==> src/rtl/unified_mem_arbiter.sv <==
// Shares one single-port SRAM between instruction fetch and data access; data wins unless a
// fetch has waited MAX_D_STREAK grants. Define UNIFIED_MEM_ARB_PERF_EN for perf counters.
module unified_mem_arbiter #(
  parameter int unsigned AWIDTH       = 12,
  parameter int unsigned MAX_D_STREAK = 4
) (
  input  logic              CLK,
  input  logic              RST,
  input  logic              I_REQ,
  input  logic [31:0]       I_ADDR,
  output logic              I_GNT,
  output logic              I_RVALID,
  output logic [31:0]       I_RDATA,
  input  logic              D_REQ,
  input  logic              D_WE,
  input  logic [3:0]        D_BE,
  input  logic [31:0]       D_ADDR,
  input  logic [31:0]       D_WDATA,
  output logic              D_GNT,
  output logic              D_RVALID,
  output logic [31:0]       D_RDATA,
  output logic              MEM_CSN,
  output logic              MEM_WEN,
  output logic [3:0]        MEM_BE,
  output logic [AWIDTH-1:0] MEM_ADDR,
  output logic [31:0]       MEM_DI,
  input  logic [31:0]       MEM_DOUT
);

  typedef enum logic [1:0] {OwnNone, OwnIRd, OwnDRd, OwnDWr} owner_e;

  localparam logic [3:0] StreakMax = 4'(MAX_D_STREAK);

  owner_e     r_owner, w_owner_d;
  logic [3:0] r_streak, w_streak_d;
  logic       w_i_gnt, w_d_gnt;

  // Byte-offset and out-of-range address bits are intentionally dropped.
  logic w_unused_addr_bits;
  assign w_unused_addr_bits = ^{I_ADDR[31:AWIDTH+2], I_ADDR[1:0],
                                D_ADDR[31:AWIDTH+2], D_ADDR[1:0]};

  always_comb begin
    w_d_gnt = !RST && D_REQ && (!I_REQ || (r_streak < StreakMax));
    w_i_gnt = !RST && I_REQ && !w_d_gnt;
  end

  assign I_GNT = w_i_gnt;
  assign D_GNT = w_d_gnt;

  always_comb begin
    MEM_CSN  = 1'b1;
    MEM_WEN  = 1'b1;
    MEM_BE   = 4'b0000;
    MEM_ADDR = '0;
    MEM_DI   = '0;
    if (w_d_gnt) begin
      MEM_CSN  = 1'b0;
      MEM_WEN  = ~D_WE;
      MEM_BE   = D_BE;
      MEM_ADDR = D_ADDR[AWIDTH+1:2];
      MEM_DI   = D_WDATA;
    end else if (w_i_gnt) begin
      MEM_CSN  = 1'b0;
      MEM_ADDR = I_ADDR[AWIDTH+1:2];
    end
  end

  always_comb begin
    w_owner_d = OwnNone;
    if (w_d_gnt) begin
      w_owner_d = D_WE ? OwnDWr : OwnDRd;
    end else if (w_i_gnt) begin
      w_owner_d = OwnIRd;
    end

    // Streak only measures how long a pending fetch has been starved.
    w_streak_d = r_streak;
    if (!I_REQ || w_i_gnt) begin
      w_streak_d = 4'd0;
    end else if (w_d_gnt && (r_streak < StreakMax)) begin
      w_streak_d = r_streak + 4'd1;
    end
  end

  always_ff @(posedge CLK or posedge RST) begin
    if (RST) begin
      r_owner  <= OwnNone;
      r_streak <= 4'd0;
    end else begin
      r_owner  <= w_owner_d;
      r_streak <= w_streak_d;
    end
  end

  assign I_RVALID = (r_owner == OwnIRd);
  assign D_RVALID = (r_owner == OwnDRd);
  assign I_RDATA  = I_RVALID ? MEM_DOUT : 32'd0;
  assign D_RDATA  = D_RVALID ? MEM_DOUT : 32'd0;

`ifdef UNIFIED_MEM_ARB_PERF_EN
  logic [31:0] perf_i_grants;
  logic [31:0] perf_d_grants;
  logic [31:0] perf_i_stalls;

  always_ff @(posedge CLK or posedge RST) begin
    if (RST) begin
      perf_i_grants <= 32'd0;
      perf_d_grants <= 32'd0;
      perf_i_stalls <= 32'd0;
    end else begin
      if (w_i_gnt) perf_i_grants <= perf_i_grants + 32'd1;
      if (w_d_gnt) perf_d_grants <= perf_d_grants + 32'd1;
      if (I_REQ && !w_i_gnt) perf_i_stalls <= perf_i_stalls + 32'd1;
    end
  end
`endif

endmodule

==> config.mk <==
export PLATFORM = sky130hd
export DESIGN_NAME = unified_mem_arbiter
export DESIGN_NICKNAME = d
export VERILOG_FILES = /design/src/rtl/unified_mem_arbiter.sv
export SDC_FILE = /design/constraint.sdc
export NUM_CORES = 1
export LEC_CHECK = 0
export CAP_MARGIN = 20
export CORE_MARGIN = 8
export CORE_UTILIZATION = 21
export CTS_BUF_LIST = sky130_fd_sc_hd__clkbuf_16
export CTS_CLUSTER_SIZE = 8
export DETAILED_ROUTE_END_ITERATION = 16
export HOLD_SLACK_MARGIN = 0.02
export PLACE_DENSITY = 0.89
export SLEW_MARGIN = 20
export SYNTH_ARGS = -nofsm -noshare
export SYNTH_HDL_FRONTEND = slang
export SYNTH_SLANG_ARGS = --single-unit
==> constraint.sdc <==
create_clock -name CLK -period 1.95 [get_ports CLK]
set_clock_uncertainty 0.1 [all_clocks]
set_input_delay 0.39 -clock CLK [delete_from_list [all_inputs] [get_ports CLK]]
set_output_delay 0.39 -clock CLK [all_outputs]
set_load 0.005 [all_outputs]
== After elaboration in Yosys (flattened, before gate mapping) ==
Index checks and enable logic that the tools add are counted.
W data, S select, Z words.
Storage, ports and cells
  register bits: 6
  input bits: 137
  output and inout bits: 118
  word-level logic and storage cells: 32
Cells by class
  add/subtract/negate cells: 1
  order comparisons: 1
  equality and inequality tests: 2
  multiplexer cells: 14
  bitwise operators: 1
  reductions and logical operators: 11
Operator list (count)
  $mux W32: 3
  $mux W12: 2
  $mux W4: 3
  $logic_and A1 B1 Y1: 5
  $mux W1: 5
  $add A4 B1 Y4 const B: 1
  $lt A4 B3 Y1 const B: 1
  $logic_not A1 Y1: 3
  $eq A2 B1 Y1 const B: 1
  $eq A2 B2 Y1 const B: 1
  $logic_or A1 B1 Y1: 2
  $mux W2: 1
  $reduce_bool A2 Y1: 1
  $not A1 Y1: 1

== Depth between registers and ports, before layout ==
Gate-level depths: netlist of run 1.
  depth in word-level cells: 7
  mapped depth: 4

== Worst setup path before layout of run 1 ==
OpenSTA, ideal clock, no wires.
  kind: register to output
  from: register r_streak[2]
  to: output MEM_ADDR[10]
  arrival: 1039 ps
  slack: 421 ps
  cell stages (with the launch flop): 4
  buffers on the path: 1
  cell sequence: dfrtp_1 nor3b_4 buf_6 o22ai_2
On the way
  longest elaborated chain between the ends: 7
RTL lines
  start, declared: RTL line 35  | logic [3:0] r_streak, w_streak_d;
  start signal, assigned: RTL line 92  | r_streak <= w_streak_d;
  $lt A4 B3 Y1 (*): RTL line 44  | w_d_gnt = !RST && D_REQ && (!I_REQ || (r_streak < StreakMax));
  $logic_or A1 B1 Y1 (*): RTL line 44
  $logic_and A1 B1 Y1 (*): RTL line 44
  $logic_not A1 Y1: RTL line 45  | w_i_gnt = !RST && I_REQ && !w_d_gnt;
  $logic_and A1 B1 Y1: RTL line 45
  $mux W12: RTL line 63  | end else if (w_i_gnt) begin
  $mux W12 (*): RTL line 57  | if (w_d_gnt) begin
  end, declared: RTL line 25  | output logic [AWIDTH-1:0] MEM_ADDR,
Every way passes the cells marked *; elsewhere a longest branch is shown, timed or not.

== Worst setup path in the final report of run 1 ==
  from: register r_streak[3]
  to: output MEM_DI[8]
On the way
  longest elaborated chain between the ends: 4
RTL lines
  $lt A4 B3 Y1: RTL line 44
  $logic_or A1 B1 Y1: RTL line 44
  $logic_and A1 B1 Y1: RTL line 44
  $mux W32: RTL line 57
  end, declared: RTL line 26  | output logic [31:0] MEM_DI,
Every way passes these cells.

==> results of run 1 <==
-- state kept, by name (all words and copies together) (netlist names) --
register and flops:
r_streak 4, r_owner 2
-- worst paths after layout --
path | start | endpoint | slack [ns]
worst max-delay path | r_streak[3] | MEM_DI[8] | -0.23
worst min-delay path | RST | r_streak[0] | 0.24
worst max register to register | r_streak[3] | r_owner[0] | 0.47
worst min register to register | r_streak[1] | r_streak[1] | 0.44
max in group asynchronous | RST | r_streak[2] | 1.38
min in group CLK | r_streak[1] | r_streak[1] | 0.44
-- cells in the final DEF (no fill, tap or decap), drive strengths merged --
| cell | count |
|---|---|
| o21a | 1 |
| and2 | 64 |
| bufbuf | 1 |
| o21ai | 6 |
| dlygate4sd2 | 5 |
| clkbuf | 33 |
| a32o | 2 |
| clkdlybuf4s50 | 93 |
| o41ai | 1 |
| nor2b | 3 |
| o32ai | 1 |
| dfrtp | 6 |
| ha | 1 |
| inv | 2 |
| dlymetal6s2s | 31 |
| nor4bb | 1 |
| nand3 | 2 |
| nor3b | 1 |
| nand3b | 24 |
| nand2 | 1 |
| buf | 110 |
| clkdlybuf4s15 | 7 |
| nor2 | 2 |
| nand2b | 2 |
| o22ai | 12 |
| and3 | 37 |
| nor4b | 1 |
-- cell usage after synthesis, drive strengths merged --
library cell	instances
a32o	2
and2	64
and3	37
buf	15
clkbuf	6
dfrtp	6
ha	1
inv	2
nand2	1
nand2b	2
nand3	2
nand3b	24
nor2	2
nor2b	3
nor3b	1
nor4b	1
nor4bb	1
o21a	1
o21ai	2
o22ai	12
o32ai	1
o41ai	1
-- per-layer routing --
metal  GRT usage  vias up
li1            -     1195
met2       0.338      138
met1       0.184     1166
met5           0        -
met4      0.0579        0
met3      0.0733       21
-- cells by family (layout without fill, tap and decap cells) --
family                   after synthesis  in the layout  share of synthesized area
AO/OA/AOI/OAI                         19             23                      0.144
adder cells (fa/ha/maj)                1              1                    0.00871
buffers and inverters                 23            282                      0.110
flip-flops                             6              6                      0.105
AND/OR/NAND/NOR                      138            138                      0.633
-- report_power, final --
group / leakage (nW) / switching (mW) / internal [mW] / total (mW)
logic: 2.38 / 0.223 / 0.441 / 0.664
registers: 0.0777 / 0.00435 / 0.129 / 0.134
clock network: 0.0370 / 0.0693 / 0.263 / 0.332
-- per-stage QoR --
| step | cell area [sq um] | TNS (ns) | power, mW |
|---|---|---|---|
| global route | 4390 | -5.31 | 1.19 |
| finish | 4390 | -3.52 | 1.13 |
| detailed placement | 3760 | -30.13 | 0.769 |
| CTS | 4160 | -5.60 | 1.10 |
| floorplan | 1440 | 0 | 0.308 |
| global placement | 3760 | -27.14 | 0.757 |
-- timing repair --
action                     CTS  global route
buffers inserted            31            11
setup endpoints to repair  118            75
resized for setup          278           148
pin swaps                   16            19
gates cloned                 6             2
-- worst max-delay path: cells and delay by family, from the launching register on --
family	cells	cell delay [ns]
compound gates	1	0.17
buf+inv	6	0.68
flops	1	0.43
simple gates	1	0.18
-- layout make-up --
| type | count | area (sq um) |
|---|---|---|
| clock buffer | 3 | 75.1 |
| sequential | 6 | 153 |
| multi-input combinational | 162 | 1340 |
| timing repair buffer | 277 | 2720 |
| tap | 80 | 100 |
| inverter | 2 | 7.51 |
| fill | 533 | 2320 |
==> results_dict.tcl, run 1 <==
set metrics [dict create \
    synth_nets 325 \
    violations "negative setup slack" \
    pin_count 255 \
    gr-total-overflow 0 \
    pre_cts_ws_ns -0.604 \
    wl_met3_um 891 \
    initial_core_util 0.214 \
    syn_area_per_cell_sq_um 7.68 \
    drive_above_1_share 0.433 \
    die_y_um 98.7 \
    cts_tree "done" \
    final_core_util 0.654 \
    cts_htree_levels 1 \
    cap_viol_max_count 0 \
    crit_top_cell "buf_6" \
    area_growth_pct 206 \
    via_per_inst 4.75 \
    num_rows 30 \
    num_vias 2520 \
    port_buffers 214 \
    synth_top_area_frac 0.279 \
    period_minus_slack_ns 2.18 \
    n_antenna_cell 0 \
    grt_max_degree 34 \
    clk_path_buf_depth 2 \
    cp_cell_sequence "buf_8, buf_12, o21ai_4, buf_6, buf_6, buf_6, and3_4, buf_6" \
    die_w_um 98.7 \
    grt_pass1_vias 2712 \
    reg2reg_depth 6 \
    drtPass1Iterations 4 \
    dr_wl_met2_mm 5.12 \
    rsz0062_at_grt "yes" \
    critPathRequiredTime_ns 1.46 \
    fin_hold_ws_ns 0.244 \
    wl_met1_mm 3.79 \
    place_congestion 0.817 \
    cpPeakStageDelay_ns 0.43 \
    synth_area_sq_mm 0.00144 \
    synthDistinctLibCells 28 \
    grt_antenna_before_repair 0 \
    fmax_mhz 459 \
    post-route-period-util 1.12 \
    clock_sinks 6 \
    cp_max_fo 4 \
    slowest_stage "dfrtp_2" \
    grt_pass1_wl_mm 14.5 \
    outcome "finished, violations left" \
    p_leak_nw 2.49 \
    setup_viol 40 \
    critical_path_class "reg -> out" \
    slew_viol_final 0 \
    dieArea_sq_mm 0.00974 \
    drt-total-wl_mm 10.0 \
    hpwlAfterDp_mm 6.80 \
    numCtsBuffers 3 \
    setup_ws_ns -0.230 \
    crit_path_start_kind "flip-flop" \
    clk_pin_slew_ns 0.03 \
    core-area_sq_mm 0.00672 \
    finish.net_count 590 \
    synth_top_cell_by_area "and2_1" \
    slew_headroom 0.809 \
    ys_ff_latch 6 \
    yosys-top-cells-area "and2_1, and3_1, nand3b_1" \
    hold_path.class "in -> async" \
    synthCells 187 \
    worst_pin_slew_ns 0.283 \
    dp.cells 481 \
    cellPowerDensity_mw_per_mm2 257 \
    drtIter0Drc 52 \
    detail-route-antenna-nets 0 \
    root_buffer "clkbuf_16" \
    drc_errors 0 \
    yosysWarnings 0 \
    worstPathArrival_ns 1.69 \
    max-vdd-ir-drop_mv 0.285 \
    ctsHoldBuffers 0 \
    wl_per_cell_um 18.9 \
    top_layer "met4" \
    ys_seq_area_frac 0.105 \
    cp-end-kind "primary output" \
    clock_latency_ns 0.23 \
    finalHoldViolCount 0 \
    fin_cells 530 \
    grt.total_usage 0.184 \
]
(Power assumes the default switching activity.)
==> inputs of run 2 (changes only) <==
--- a/config.mk
+++ b/config.mk
@@ -12,7 +12,7 @@
 export CTS_CLUSTER_SIZE = 8
 export DETAILED_ROUTE_END_ITERATION = 16
 export HOLD_SLACK_MARGIN = 0.02
-export PLACE_DENSITY = 0.89
+export PLACE_DENSITY_LB_ADDON = 0.2
 export SLEW_MARGIN = 20
 export SYNTH_ARGS = -nofsm -noshare
 export SYNTH_HDL_FRONTEND = slang
==> results_dict.tcl, run 2 (synthesized netlist as in run 1, its figures left out) <==
set metrics [dict create \
    outcome "finished, violations left" \
    violations "negative setup slack" \
    place_congestion 0.764 \
    drc_errors 0 \
    fmax_mhz 502 \
    wl_per_cell_um 18.0 \
    setup_ws_ns -0.0434 \
    final_cell_area_sq_mm 0.00423 \
    p_total_mw 1.14 \
    clock_sinks 6 \
    worst_pin_slew_ns 0.315 \
    regMostFlops "r_streak" \
    post-route-period-util 1.02 \
    period_minus_slack_ns 1.99 \
    grt.total_usage 0.176 \
    crit_family "buffers and inverters" \
    largest_reg_flops 4 \
    cpPeakStageDelay_ns 0.45 \
    top_regs "r_streak: 4 flops, r_owner: 2 flops" \
    grt_pass1_wl_mm 14.0 \
    cap_viol_max_count 0 \
    grt_antenna_before_repair 0 \
    slew_headroom 0.788 \
    critPathBufInv 4 \
    drt-total-wl_mm 9.37 \
    rsz0062_at_grt "yes" \
    final_core_util 0.629 \
    slowest_stage "dfrtp_2" \
    area_growth_pct 194 \
    dieArea_sq_mm 0.00974 \
    ctsHoldBuffers 0 \
    finish.net_count 581 \
    final_common_cell "clkdlybuf4s50_1" \
    slew_viol_final 0 \
    critical_path_class "reg -> out" \
    die_y_um 98.7 \
    fin_hold_ws_ns 0.343 \
    tns_ns -0.749 \
    n_antenna_cell 0 \
    reg2reg_depth 6 \
    via_per_inst 4.54 \
    cp_max_fo 5 \
    cp-end-kind "primary output" \
    cellPowerDensity_mw_per_mm2 269 \
    gr-total-overflow 0 \
    dp.cells 482 \
    initial_core_util 0.214 \
    pin_count 255 \
    port_buffers 214 \
    core-area_sq_mm 0.00672 \
    numCtsBuffers 3 \
    worstPathArrival_ns 1.50 \
    crit_top_cell "buf_6" \
    die_w_um 98.7 \
    cts_htree_levels 1 \
    critPathRequiredTime_ns 1.46 \
    p_leak_nw 2.08 \
    drtIter0Drc 34 \
    detail-route-antenna-nets 0 \
    mostFrequentLayoutCells "clkdlybuf4s50_1, and2_1, buf_6" \
    clk_path_buf_depth 2 \
    grt_pass1_vias 2472 \
    crit_path_start_kind "flip-flop" \
    drtPass1Iterations 4 \
    num_vias 2364 \
    post_dp_cell_area_sq_mm 0.00374 \
    hpwlAfterDp_mm 6.73 \
    cts_tree "done" \
    setup_viol 34 \
    cp.depth 6 \
    hold_path.class "in -> async" \
    pre_cts_ws_ns -0.538 \
    root_buffer "clkbuf_16" \
    fin_cells 521 \
    cp_cell_sequence "o21ai_4, buf_6, buf_16, buf_12, and3_4, buf_6" \
    clk_pin_slew_ns 0.03 \
    clock_latency_ns 0.23 \
    grt_max_degree 34 \
    drive_above_1_share 0.422 \
    finalHoldViolCount 0 \
    num_rows 30 \
    max-vdd-ir-drop_mv 0.197 \
]
-- run 2: cell count changes in the layout (fill, tap and decap cells not counted), moves of 4 or more --
cell	before	now
dlygate4sd2_1	5	26
clkdlybuf4s15_1	5	15
o21ai_4	5	1
dlymetal6s2s_1	31	0
buf_2	30	22
and2_4	0	6
and2_1	64	58
-- run 2: cell type report --
cell class              count  area [sq um]
clock buffers               3          75.1
fillers                   605          2490
inverters                   2          7.51
multi-input cells         158          1270
flip-flops and latches      6           153
well taps                  80           100
repair buffers            272          2620
-- run 2: timing repair --
item,4_1_cts,5_1_grt
pin swaps,13,18
setup buffers,26,4
resized for setup,325,113
gates cloned,7,2
endpoints found under the setup margin,118,76
-- run 2: worst paths after layout --
kind	start	endpoint	slack, ns
setup / recovery	r_streak[3]	MEM_DI[10]	-0.04
hold / removal	RST	r_owner[1]	0.34
setup reg to reg	r_streak[2]	r_owner[0]	0.50
hold reg to reg	r_streak[1]	r_streak[1]	0.43
max in group asynchronous	RST	r_streak[2]	1.28
min in group CLK	r_streak[1]	r_streak[1]	0.43
-- run 2: worst min-delay path, cell delays in order --
cell and delay (ns):
clkdlybuf4s15_2 0.22, buf_4 0.17, inv_1 0.07, buf_4 0.15
-- run 2: metal layers --
layer | vias up | track usage | routed length, um
met5 | - | 0 | 0
met4 | 0 | 0.0390 | 128
met3 | 12 | 0.0705 | 888
met2 | 117 | 0.319 | 4850
met1 | 1065 | 0.185 | 3500
li1 | 1170 | - | -
-- run 2: report_power, final --
group | switching, mW | internal, mW
sequential | 0.00406 | 0.129
combinational | 0.218 | 0.457
clock | 0.0661 | 0.263
total | 0.288 | 0.850
==> inputs of run 3 (changes only) <==
--- a/config.mk
+++ b/config.mk
@@ -13,6 +13,7 @@
 export DETAILED_ROUTE_END_ITERATION = 16
 export HOLD_SLACK_MARGIN = 0.02
 export PLACE_DENSITY_LB_ADDON = 0.2
+export REMOVE_ABC_BUFFERS = 1
 export SLEW_MARGIN = 20
 export SYNTH_ARGS = -nofsm -noshare
 export SYNTH_HDL_FRONTEND = slang
==> results_dict.tcl, run 3 (synthesized netlist as in run 1, its figures left out) <==
set metrics [dict create \
    port_buffers 214 \
    worstPathArrival_ns 1.54 \
    cp_max_fo 5 \
    grt_pass1_wl_mm 14.5 \
    drtIter0Drc 37 \
    fmax_mhz 493 \
    numCtsBuffers 3 \
    drt-total-wl_mm 9.61 \
    fin_cells 515 \
    top_regs "r_streak: 4 flops, r_owner: 2 flops" \
    via_per_inst 4.60 \
    top_usage_layer "met2" \
    slew_headroom 0.823 \
    cts_tree "done" \
    finalHoldViolCount 0 \
    grt.total_usage 0.186 \
    clk_path_buf_depth 2 \
    grt_max_degree 34 \
    crit_path_start_kind "flip-flop" \
    initial_core_util 0.214 \
    setup_viol 9 \
    grt_pass1_vias 2536 \
    final_cell_area_sq_mm 0.00425 \
    pin_count 255 \
    violations "negative setup slack" \
    mostFrequentLayoutCells "clkdlybuf4s50_1, and2_1, dlymetal6s2s_1" \
    setup_ws_ns -0.0798 \
    root_buffer "clkbuf_16" \
    hpwlAfterDp_mm 7.40 \
    core-area_sq_mm 0.00672 \
    clock_sinks 6 \
    regMostFlops "r_streak" \
    largest_reg_flops 4 \
    p_sw_mw 0.291 \
    critical_path_class "reg -> out" \
    critPathRequiredTime_ns 1.46 \
    num_rows 30 \
    post-route-period-util 1.04 \
    num_vias 2367 \
    dp.cells 483 \
    die_w_um 98.7 \
    clock_latency_ns 0.23 \
    rsz0062_at_grt "yes" \
    cp_cell_sequence "buf_6, nor3b_4, buf_6, buf_6, buf_6, o22ai_2, buf_2" \
    hold_path.class "in -> async" \
    dieArea_sq_mm 0.00974 \
    n_antenna_cell 0 \
    slowest_stage "dfrtp_2" \
    p_leak_nw 2.60 \
    post_dp_cell_area_sq_mm 0.00378 \
    p_sw_frac 0.259 \
    cellPowerDensity_mw_per_mm2 264 \
    finish.net_count 575 \
    drtPass1Iterations 4 \
    outcome "finished, violations left" \
    die_y_um 98.7 \
    cpPeakStageDelay_ns 0.43 \
    power_frac_clock 0.300 \
    use_met1 0.192 \
    worst_pin_slew_ns 0.262 \
    drc_errors 0 \
    drive_above_1_share 0.370 \
    max-vdd-ir-drop_mv 0.209 \
    intPower_mw 0.833 \
    cap_viol_max_count 0 \
    period_minus_slack_ns 2.03 \
    use_met3 0.0754 \
    p_seq_frac 0.119 \
    fillers 559 \
    grt_antenna_before_repair 2 \
    place_congestion 0.797 \
    grtUsageMet2 0.338 \
    detail-route-antenna-nets 0 \
    area_growth_pct 196 \
    final_common_cell "clkdlybuf4s50_1" \
    combinationalPowerShare 0.581 \
    gr-total-overflow 0 \
    cts_htree_levels 1 \
    slew_viol_final 0 \
    clk_pin_slew_ns 0.03 \
    crit_top_cell "buf_6" \
    cp-end-kind "primary output" \
    wl_per_cell_um 18.7 \
]
-- run 3: cell types whose count changed in the layout (fill, tap and decap cells not counted), moves of 2 or more --
cell	change
and2_1	+6
and2_4	-6
and3_1	+4
and3_4	-4
buf_2	+10
buf_6	-16
clkbuf_2	-13
clkdlybuf4s15_1	-14
dlygate4sd2_1	-12
dlymetal6s2s_1	+39
o22ai_1	-3
o22ai_4	+2
-- run 3: per-layer routing --
metal	routed length, um	part of all wire
met1	3720	0.39
met2	4750	0.49
met3	966	0.10
met4	145	0.015
met5	27	0.0028
-- run 3: cell type report --
| cell class | instances | area [sq um] | share of cell area |
|---|---|---|---|
| clock buffer | 3 | 75.1 | 0.0177 |
| timing repair buffer | 266 | 2640 | 0.622 |
| multi-input combinational | 158 | 1270 | 0.299 |
| tap | 80 | 100 | 0.0236 |
| inverter | 2 | 7.51 | 0.00177 |
| sequential | 6 | 153 | 0.0359 |
-- run 3: critical path: cells and delay by family, from the launching register on --
kind	cells	cell delay, ns
buf+inv	5	0.65
flops	1	0.43
simple gates	1	0.18
compound gates	1	0.06
-- run 3: final timing paths --
| path | startpoint | to | slack, ns | cells after the start |
|---|---|---|---|---|
| worst max register to register | r_streak[2] | r_streak[0] | 0.50 | 5 |
| worst min register to register | r_streak[1] | r_streak[1] | 0.40 | 2 |
| worst max-delay path | r_streak[2] | MEM_ADDR[7] | -0.08 | 7 |
| worst min-delay path | RST | r_streak[1] | 0.34 | 4 |
| min in group CLK | r_streak[1] | r_streak[1] | 0.40 | 2 |
| max in group asynchronous | RST | r_streak[2] | 1.28 | 4 |
-- run 3: repair_timing --
action	4_1_cts	5_1_grt
cloned	5	2
buffers inserted	21	8
hold buffers	0	0
setup endpoints to repair	118	89
pin swaps	9	22
resized for setup	271	109
-- run 3: through the flow --
stage / hold WS, ns / setup WS [ns] / TNS [ns] / util / power [mW]
after detailed placement: 0.396 / -0.558 / -28.33 / 0.562 / 0.771
after CTS: 0.334 / -0.191 / -8.16 / 0.607 / 1.11
after global routing: 0.385 / -0.129 / -1.24 / 0.633 / 1.19
after floorplan: 0.0879 / 0.0998 / 0 / - / 0.280
after global placement: 0.381 / -0.541 / -26.24 / 0.562 / 0.763
final: 0.344 / -0.0798 / -0.351 / 0.633 / 1.12
-- run 3: power groups by stage --
| stage | combinational [mW] | clock (mW) | sequential (mW) |
|---|---|---|---|
| after floorplan | 0.147 | 0 | 0.133 |
| after global placement | 0.630 | 0 | 0.133 |
| after detailed placement | 0.638 | 0 | 0.133 |
| after CTS | 0.637 | 0.344 | 0.133 |
| after global routing | 0.705 | 0.350 | 0.134 |
| final | 0.653 | 0.337 | 0.134 |
